**src/rtl/axicb_resp_router.sv**
```systemverilog
// Response return-path router for one crossbar slave port and one response
// channel (B or R). Every accepted grant records the granted requester in an
// in-order tracking FIFO; response bursts from the slave are steered to the
// requester at the FIFO head, and the head is retired on the last beat.
module axicb_resp_router #(
  parameter int REQ_NB = 4,
  parameter int DATA_W = 8,
  parameter int DEPTH  = 4
) (
  input  logic                    aclk,
  input  logic                    aresetn,
  input  logic                    srst,
  input  logic                    grant_valid,
  input  logic [REQ_NB-1:0]       grant,
  output logic                    grant_ready,
  input  logic                    rsp_valid,
  output logic                    rsp_ready,
  input  logic                    rsp_last,
  input  logic [DATA_W-1:0]       rsp_data,
  output logic [REQ_NB-1:0]       m_rsp_valid,
  input  logic [REQ_NB-1:0]       m_rsp_ready,
  output logic [DATA_W-1:0]       m_rsp_data,
  output logic [$clog2(DEPTH):0]  outstanding,
  output logic                    err_orphan
);

  localparam int IDX_W = $clog2(REQ_NB);
  localparam int PTR_W = $clog2(DEPTH);
  localparam int CNT_W = PTR_W + 1;

  logic [IDX_W-1:0] mem [DEPTH];
  logic [PTR_W-1:0] wr_ptr;
  logic [PTR_W-1:0] rd_ptr;
  logic [CNT_W-1:0] count;
  logic [IDX_W-1:0] grant_idx;
  logic [IDX_W-1:0] head;
  logic             nonempty;
  logic             push;
  logic             pop;

  // Encode the lowest set grant bit; a non-one-hot grant collapses to its LSB.
  always_comb begin
    // NOTE: combinational outputs get a default first so no path leaves them unassigned (no latch).
    grant_idx = '0;
    for (int i = REQ_NB - 1; i >= 0; i--) begin
      if (grant[i]) grant_idx = IDX_W'(i);
    end
  end

  // Readiness depends on the registered count only, so a pop never frees a
  // slot for a push in the same cycle (no ready-to-ready combinational path).
  assign nonempty    = (count != '0);
  assign grant_ready = (count < CNT_W'(DEPTH));
  assign push        = grant_valid && grant_ready && (|grant);
  assign head        = mem[rd_ptr];
  assign rsp_ready   = nonempty && m_rsp_ready[head];
  assign pop         = rsp_valid && rsp_ready && rsp_last;
  assign m_rsp_data  = rsp_data;
  assign outstanding = count;

  // Steer the slave's valid to the head requester only; an empty FIFO routes nothing.
  always_comb begin
    m_rsp_valid = '0;
    if (rsp_valid && nonempty) m_rsp_valid[head] = 1'b1;
  end

  // Pointer, occupancy and sticky orphan-error state; srst outranks push/pop.
  always_ff @(posedge aclk or negedge aresetn) begin
    if (!aresetn) begin
      // NOTE: sequential state uses non-blocking assignments so every flop samples pre-edge values.
      wr_ptr     <= '0;
      rd_ptr     <= '0;
      count      <= '0;
      err_orphan <= 1'b0;
    end else if (srst) begin
      wr_ptr     <= '0;
      rd_ptr     <= '0;
      count      <= '0;
      err_orphan <= 1'b0;
    end else begin
      if (push) wr_ptr <= wr_ptr + 1'b1;
      if (pop)  rd_ptr <= rd_ptr + 1'b1;
      case ({push, pop})
        2'b10:   count <= count + 1'b1;
        2'b01:   count <= count - 1'b1;
        default: count <= count;
      endcase
      if (rsp_valid && !nonempty) err_orphan <= 1'b1;
    end
  end

  // Tracking storage; entries are only ever read behind a nonzero count.
  always_ff @(posedge aclk) begin
    // NOTE: the storage array has no reset; the pointers and count alone define which entries are live.
    if (push && !srst) mem[wr_ptr] <= grant_idx;
  end

endmodule

```
**config.mk**
```make
export PLATFORM = sky130hd
export DESIGN_NAME = axicb_resp_router
export DESIGN_NICKNAME = d
export VERILOG_FILES = /design/src/rtl/axicb_resp_router.sv
export SDC_FILE = /design/constraint.sdc
export NUM_CORES = 1
export LEC_CHECK = 0
export ABC_AREA = 1
export BUFFER_PORTS_ARGS = -buffer_cell sky130_fd_sc_hd__buf_2
export CAP_MARGIN = 30
export CORE_MARGIN = 2
export CORE_UTILIZATION = 35
export DETAILED_ROUTE_END_ITERATION = 12
export HOLD_SLACK_MARGIN = 0.08
export PLACE_DENSITY = 0.69
export REMOVE_ABC_BUFFERS = 1
export SETUP_SLACK_MARGIN = 0.1
export SYNTH_ARGS = -nofsm -noshare
export SYNTH_HDL_FRONTEND = slang
export SYNTH_SLANG_ARGS = --single-unit
```
**constraint.sdc**
```tcl
create_clock -name aclk -period 2.21 [get_ports aclk]
set_input_delay 0.1105 -clock aclk [delete_from_list [all_inputs] [get_ports aclk]]
set_output_delay 0.1105 -clock aclk [all_outputs]
set_load 0.02 [all_outputs]
```
==> impl_metrics.toml, run 1 <==
[outcome]
outcome = "completed"

[clocking]
cts_buffers = 3
cts_buffer_depth = 2
cts-htree-levels = 1
clock-sinks = 16
path_clk_slew_ns = 0.10
clock_latency_ns = 0.28
cts-root-buf = "clkbuf_4"
cts_tree = "built"

[sta]
setup_tns_ns = 0
slew_headroom_pct = 73.5
finClkSkew_ns = 0.0126
hold_viol_final = 0
fin_crit_sh_pct = 90.2
worstMarginPinSlew_ns = 0.394
whs_ns = 0.178
finalSetupViolCount = 0
fin_crit_ns = 1.99
maxSlewViolCount = 0
rsz0062_at_grt = "false"
fmax_mhz = 502

[global_routing]
grt_start_max_net_pins = 10
grt_pass1_vias = 941
antenna_found_initial = 0
track_usage_pct = 13.4
grt_pass1_wl_um = 3830
gr-total-overflow = 0

[yosys]
ys_seq_area_share_pct = 37.6
synth.most_common_cell = "nand2_1"
synthTopCellsByCount = "nand2_1 (36), inv_1 (25), nand3_1 (16)"
ys_warn_count = 0
netlist-cell-type-count = 23
synth_top_area_share_pct = 20.5
synth_area_um2 = 1170
synth_edf_count = 8
synth.area.top_cells = "edfxtp_1 (20%), dfrtp_1 (17%), nand2_1 (12%)"
synth_top_flop_cell = "edfxtp_1"
ys_seq_elements = 16
async_reset_ff_share_pct = 50.0
synth_top_cell_by_area = "edfxtp_1"
synth.avg_cell_area_um2 = 7.71
synthCells = 152

[power]
power_density_nw_per_um2 = 859
ir_drop_uv = 304
pwr-share-clk_pct = 15.6
p_int_uw = 694
power_switching_uw = 510
sw_frac_of_total_pct = 42.4
pwr-share-comb_pct = 49.7
pwr-share-seq_pct = 34.7
power.leakage_uw = 0.000715

[detailed_routing]
drt_first_pass_iters = 3
vias = 989
ant_nets = 0
wl_per_cell_um = 10.5
drt_iter0_drc = 26
drc = 0
via_per_inst = 4.42
wirelength_um = 2350

[placement]
place_congestion = 0.787
dp_hpwl_um = 1800
port_buffers = 23

[finish]
areaGrowthSynthToFinish_pct = 19.5
drive_gt1_share_pct = 30.9
final_util_pct = 42.7
fillers = 339
fin_nets = 206
diodes = 0

[floorplanning]
die-area_um2 = 3830
initial_core_util_pct = 35.7
fp-row-count = 21
pin_count = 40
core_area_um2 = 3280
dieWidth_um = 61.9
die_y_um = 61.9

[worst_setup_path]
cp_max_fo = 9
crit_required_ns = 2.40
arrival_ns = 2.18
path_class = "register to register"
cp-start-kind = "register"
end_kind = "register"

[hold_path]
hold_path.class = "primary input to register"

[job]
maxCapViolations = 0
## sequential cells by signal, summed over array words and instances, names as in the netlist
| register | flops |
|---|---|
| mem | 8 |
| outstanding | 3 |
| rd_ptr | 2 |
| wr_ptr | 2 |
| err_orphan | 1 |
## cells by family after synthesis
kind of cell             count (synthesis)  share of synthesized area [%]
buffers and inverters                   36                           15.4
AO/OA/AOI/OAI                            5                           2.35
adder cells (fa/ha/maj)                  5                           5.98
AND/OR/NAND/NOR                         90                           38.7
flip-flops                              16                           37.6
## worst paths after layout
path | startpoint | to | slack [ns] | depth (start not counted)
min in group asynchronous | aresetn | err_orphan$_DFFE_PN0P_ | 0.24 | 2
max in group asynchronous | aresetn | rd_ptr[0]$_DFFE_PN0P_ | 1.79 | 2
setup / recovery | rd_ptr[0]$_DFFE_PN0P_ | outstanding[1]$_DFFE_PN0P_ | 0.22 | 13
hold / removal | grant[0] | mem[3][0]$_DFFE_PP_ | 0.18 | 2
hold reg to reg | wr_ptr[1]$_DFFE_PN0P_ | wr_ptr[1]$_DFFE_PN0P_ | 0.56 | 2
setup reg to reg | rd_ptr[0]$_DFFE_PN0P_ | outstanding[1]$_DFFE_PN0P_ | 0.22 | 13
## timing repair
item                                    CTS  global route
buffers inserted                          0             4
hold buffers                              3             0
endpoints found under the setup margin    0             3
resized for setup                         0             5
hold endpoints to repair                  9             0
## cells in the final DEF, fill, tap and decap left out, drive strengths merged
cell type    instances
dlygate4sd3          3
inv                 27
o21a                 1
nand2               45
a21oi                3
nor2                13
nand4                2
nor3                 9
edfxtp               8
o21ai                1
clkbuf               5
dfrtp                8
ha                   4
nand3               21
buf                 27
fa                   1
## cell type report
| class | count | area (µm²) | share of cell area (%) |
|---|---|---|---|
| Sequential cell | 16 | 442 | 31.5 |
| Tap cell | 46 | 57.6 | 4.11 |
| Inverter | 27 | 109 | 7.77 |
| Clock buffer | 4 | 36.3 | 2.59 |
| Timing Repair Buffer | 31 | 193 | 13.8 |
| Multi-Input combinational cell | 100 | 564 | 40.3 |
## per-layer routing
| metal | part of all wire (%) | GRT usage [%] | vias up |
|---|---|---|---|
| met1 | 45 | 15.2 | 431 |
| met4 | 1.5 | 5.47 | 0 |
| met2 | 50 | 23.3 | 26 |
| li1 | - | - | 526 |
| met5 | 0 | 0 | - |
| met3 | 3.4 | 4.14 | 6 |
## per-stage QoR
step / setup WS (ns) / cells / total power, µW / cell area [µm²]
6_report: 0.217 / 224 / 1200 / 1400
5_1_grt: 0.111 / 224 / 1310 / 1400
4_1_cts: 0.136 / 220 / 1170 / 1350
3_5_place_dp: 0.144 / 213 / 971 / 1280
3_3_place_gp: 0.191 / 213 / 971 / 1280
2_1_floorplan: 0.188 / 143 / 808 / 1100
## worst max-delay path, cell delays in order (launching register included)
cell and delay [ns]:
dfrtp_2 0.43, buf_12 0.14, inv_8 0.07, nand2_1 0.06
nand3_2 0.09, nand2_4 0.08, nand3_1 0.10, nand3_2 0.10
nor2_4 0.10, nand3_2 0.08, inv_1 0.09, fa_2 0.44
nand2_1 0.08, nand2_1 0.05
## power groups by stage
| stage | sequential, µW | clock (µW) | combinational (µW) |
|---|---|---|---|
| detailed placement | 431 | 0 | 540 |
| CTS | 424 | 193 | 554 |
| global placement | 431 | 0 | 540 |
| finish | 418 | 188 | 598 |
| floorplan | 458 | 0 | 351 |
| global route | 426 | 210 | 671 |
No activity file was read; power rests on OpenSTA's default activity.
==> run 2, diff against run 1 <==
--- a/config.mk
+++ b/config.mk
@@ -7,12 +7,14 @@
 export LEC_CHECK = 0
 export ABC_AREA = 1
 export BUFFER_PORTS_ARGS = -buffer_cell sky130_fd_sc_hd__buf_2
-export CAP_MARGIN = 30
+export CAP_MARGIN = 40
+export CELL_PAD_IN_SITES_DETAIL_PLACEMENT = 1
+export CELL_PAD_IN_SITES_GLOBAL_PLACEMENT = 1
 export CORE_MARGIN = 2
 export CORE_UTILIZATION = 35
 export DETAILED_ROUTE_END_ITERATION = 12
 export HOLD_SLACK_MARGIN = 0.08
-export PLACE_DENSITY = 0.69
+export PLACE_DENSITY = 0.89
 export REMOVE_ABC_BUFFERS = 1
 export SETUP_SLACK_MARGIN = 0.1
 export SYNTH_ARGS = -nofsm -noshare
==> impl_metrics.toml, run 2 (synthesis results as in run 1) <==
[outcome]
outcome = "completed"

[global_routing]
busiest_layer = "met2"
grt_pass1_wl_um = 4570
grt_pass1_vias = 1051
antenna_found_initial = 0
gr-total-overflow = 0
grt.met1_usage_pct = 18.3
met3_usage_pct = 3.73
grt_start_max_net_pins = 10
track_usage_pct = 16.7
met2_usage_pct = 29.3

[detailed_routing]
drt_first_pass_iters = 4
via_per_inst = 4.81
drc = 0
wl_per_cell_um = 14.0
wirelength_um = 3120
drt_iter0_drc = 31
vias = 1073
ant_nets = 0

[finish]
fin_nets = 205
post_layout_nonfiller_instances = 223
largest_reg_flops = 8
areaGrowthSynthToFinish_pct = 20.0
layout_common_cells = "nand2_1 (36), inv_1 (23), buf_2 (23), nor2_1 (11), nand3_1 (11)"
final_common_cell = "nand2_1"
regMostFlops = "mem"
drive_gt1_share_pct = 33.9
stdcell_area_um2 = 1410
diodes = 0

[worst_setup_path]
arrival_ns = 2.21
end_kind = "register"
path_class = "register to register"
crit_required_ns = 2.40
cp_max_fo = 9
crit_slowest_cell = "dfrtp_2"
path_cells = "buf_12 > inv_8 > nand2_1 > nand3_1 > nand2_2 > nand3_2 > nand3_2 > nor2_4 > nand3_2 > inv_2 > fa_2 > nand2_1 > nand2_1"
critPathMaxStageDelay_ns = 0.44
cp-start-kind = "register"

[clocking]
path_clk_slew_ns = 0.10
cts_buffer_depth = 2
cts_tree = "built"
clock_latency_ns = 0.29
clock-sinks = 16
cts_buffers = 3
cts-htree-levels = 1
cts-root-buf = "clkbuf_4"

[power]
power.leakage_uw = 0.000713
p_int_uw = 691
power_switching_uw = 561
pwr-share-comb_pct = 50.8
pwr-share-clk_pct = 15.1
sw_frac_of_total_pct = 44.8
power_density_nw_per_um2 = 890
pwr-share-seq_pct = 34.0
ir_drop_uv = 349

[placement]
place_area_um2 = 1280
place_congestion = 0.769
dp.cells = 213
dp_hpwl_um = 2190
port_buffers = 23

[floorplanning]
core_area_um2 = 3280
die_y_um = 61.9
initial_core_util_pct = 35.7
dieWidth_um = 61.9
pin_count = 40
fp-row-count = 21
die-area_um2 = 3830

[sta]
worstMarginPinSlew_ns = 0.420
setup_tns_ns = 0
hold_viol_final = 0
fin_crit_sh_pct = 91.1
fin_crit_ns = 2.01
finClkSkew_ns = 0.0125
fmax_mhz = 497
finalSetupViolCount = 0
slew_headroom_pct = 71.8
rsz0062_at_grt = "false"
maxSlewViolCount = 0

[hold_path]
hold_path.class = "primary input to register"

[job]
maxCapViolations = 0
-- run 2: area by class of cell --
class / count / area [µm²]
multi-input cells: 100 / 579
well taps: 46 / 57.6
fillers: 424 / 1880
repair buffers: 30 / 183
flip-flops and latches: 16 / 442
clock buffers: 4 / 36.3
inverters: 27 / 109
-- run 2: per-layer routing --
layer	vias to the layer above	share of wire [%]
met5	-	0
met3	8	3.2
li1	522	-
met2	33	54
met4	0	3.1
met1	510	39
-- run 2: path summary, 6_finish.rpt --
| kind | from | end | slack (ns) | depth (start not counted) |
|---|---|---|---|---|
| worst max-delay path | rd_ptr[0]$_DFFE_PN0P_ | outstanding[1]$_DFFE_PN0P_ | 0.20 | 13 |
| worst min-delay path | rsp_valid | err_orphan$_DFFE_PN0P_ | 0.12 | 3 |
| worst max register to register | rd_ptr[0]$_DFFE_PN0P_ | outstanding[1]$_DFFE_PN0P_ | 0.20 | 13 |
| worst min register to register | wr_ptr[1]$_DFFE_PN0P_ | wr_ptr[1]$_DFFE_PN0P_ | 0.56 | 2 |
| max in group asynchronous | aresetn | rd_ptr[0]$_DFFE_PN0P_ | 1.82 | 2 |
| min in group asynchronous | aresetn | err_orphan$_DFFE_PN0P_ | 0.20 | 2 |
-- run 2: critical path, delay by kind of cell, from the launching register on --
family	cells	cell delay (ns)
adder cells (fa/ha/maj)	1	0.44
buffers and inverters	3	0.30
flip-flops	1	0.44
AND/OR/NAND/NOR	9	0.74
-- run 2: power groups by stage --
stage | Combinational, µW | Sequential [µW] | Clock [µW]
after floorplan | 351 | 458 | 0
after global placement | 541 | 432 | 0
after detailed placement | 556 | 437 | 0
after CTS | 564 | 432 | 195
after global routing | 698 | 433 | 209
final | 636 | 426 | 190
-- run 2: timing repair --
action | CTS | global route
endpoints found under the setup margin | 1 | 2
buffers inserted | 0 | 4
hold buffers | 2 | 0
gates resized for setup | 1 | 9
gates cloned | 0 | 0
hold endpoints to repair | 11 | 0
pin swaps | 0 | 6
-- run 2: through the flow --
step	hold slack, ns	power [µW]	setup WS [ns]	utilization, %
6_report	0.116	1250	0.197	42.8
5_1_grt	0.0886	1340	0.0870	42.8
4_1_cts	0.0965	1190	0.184	40.8
3_5_place_dp	-0.0318	993	0.104	39.0
3_3_place_gp	-0.0330	973	0.193	39.0
2_1_floorplan	-0.185	808	0.188	-
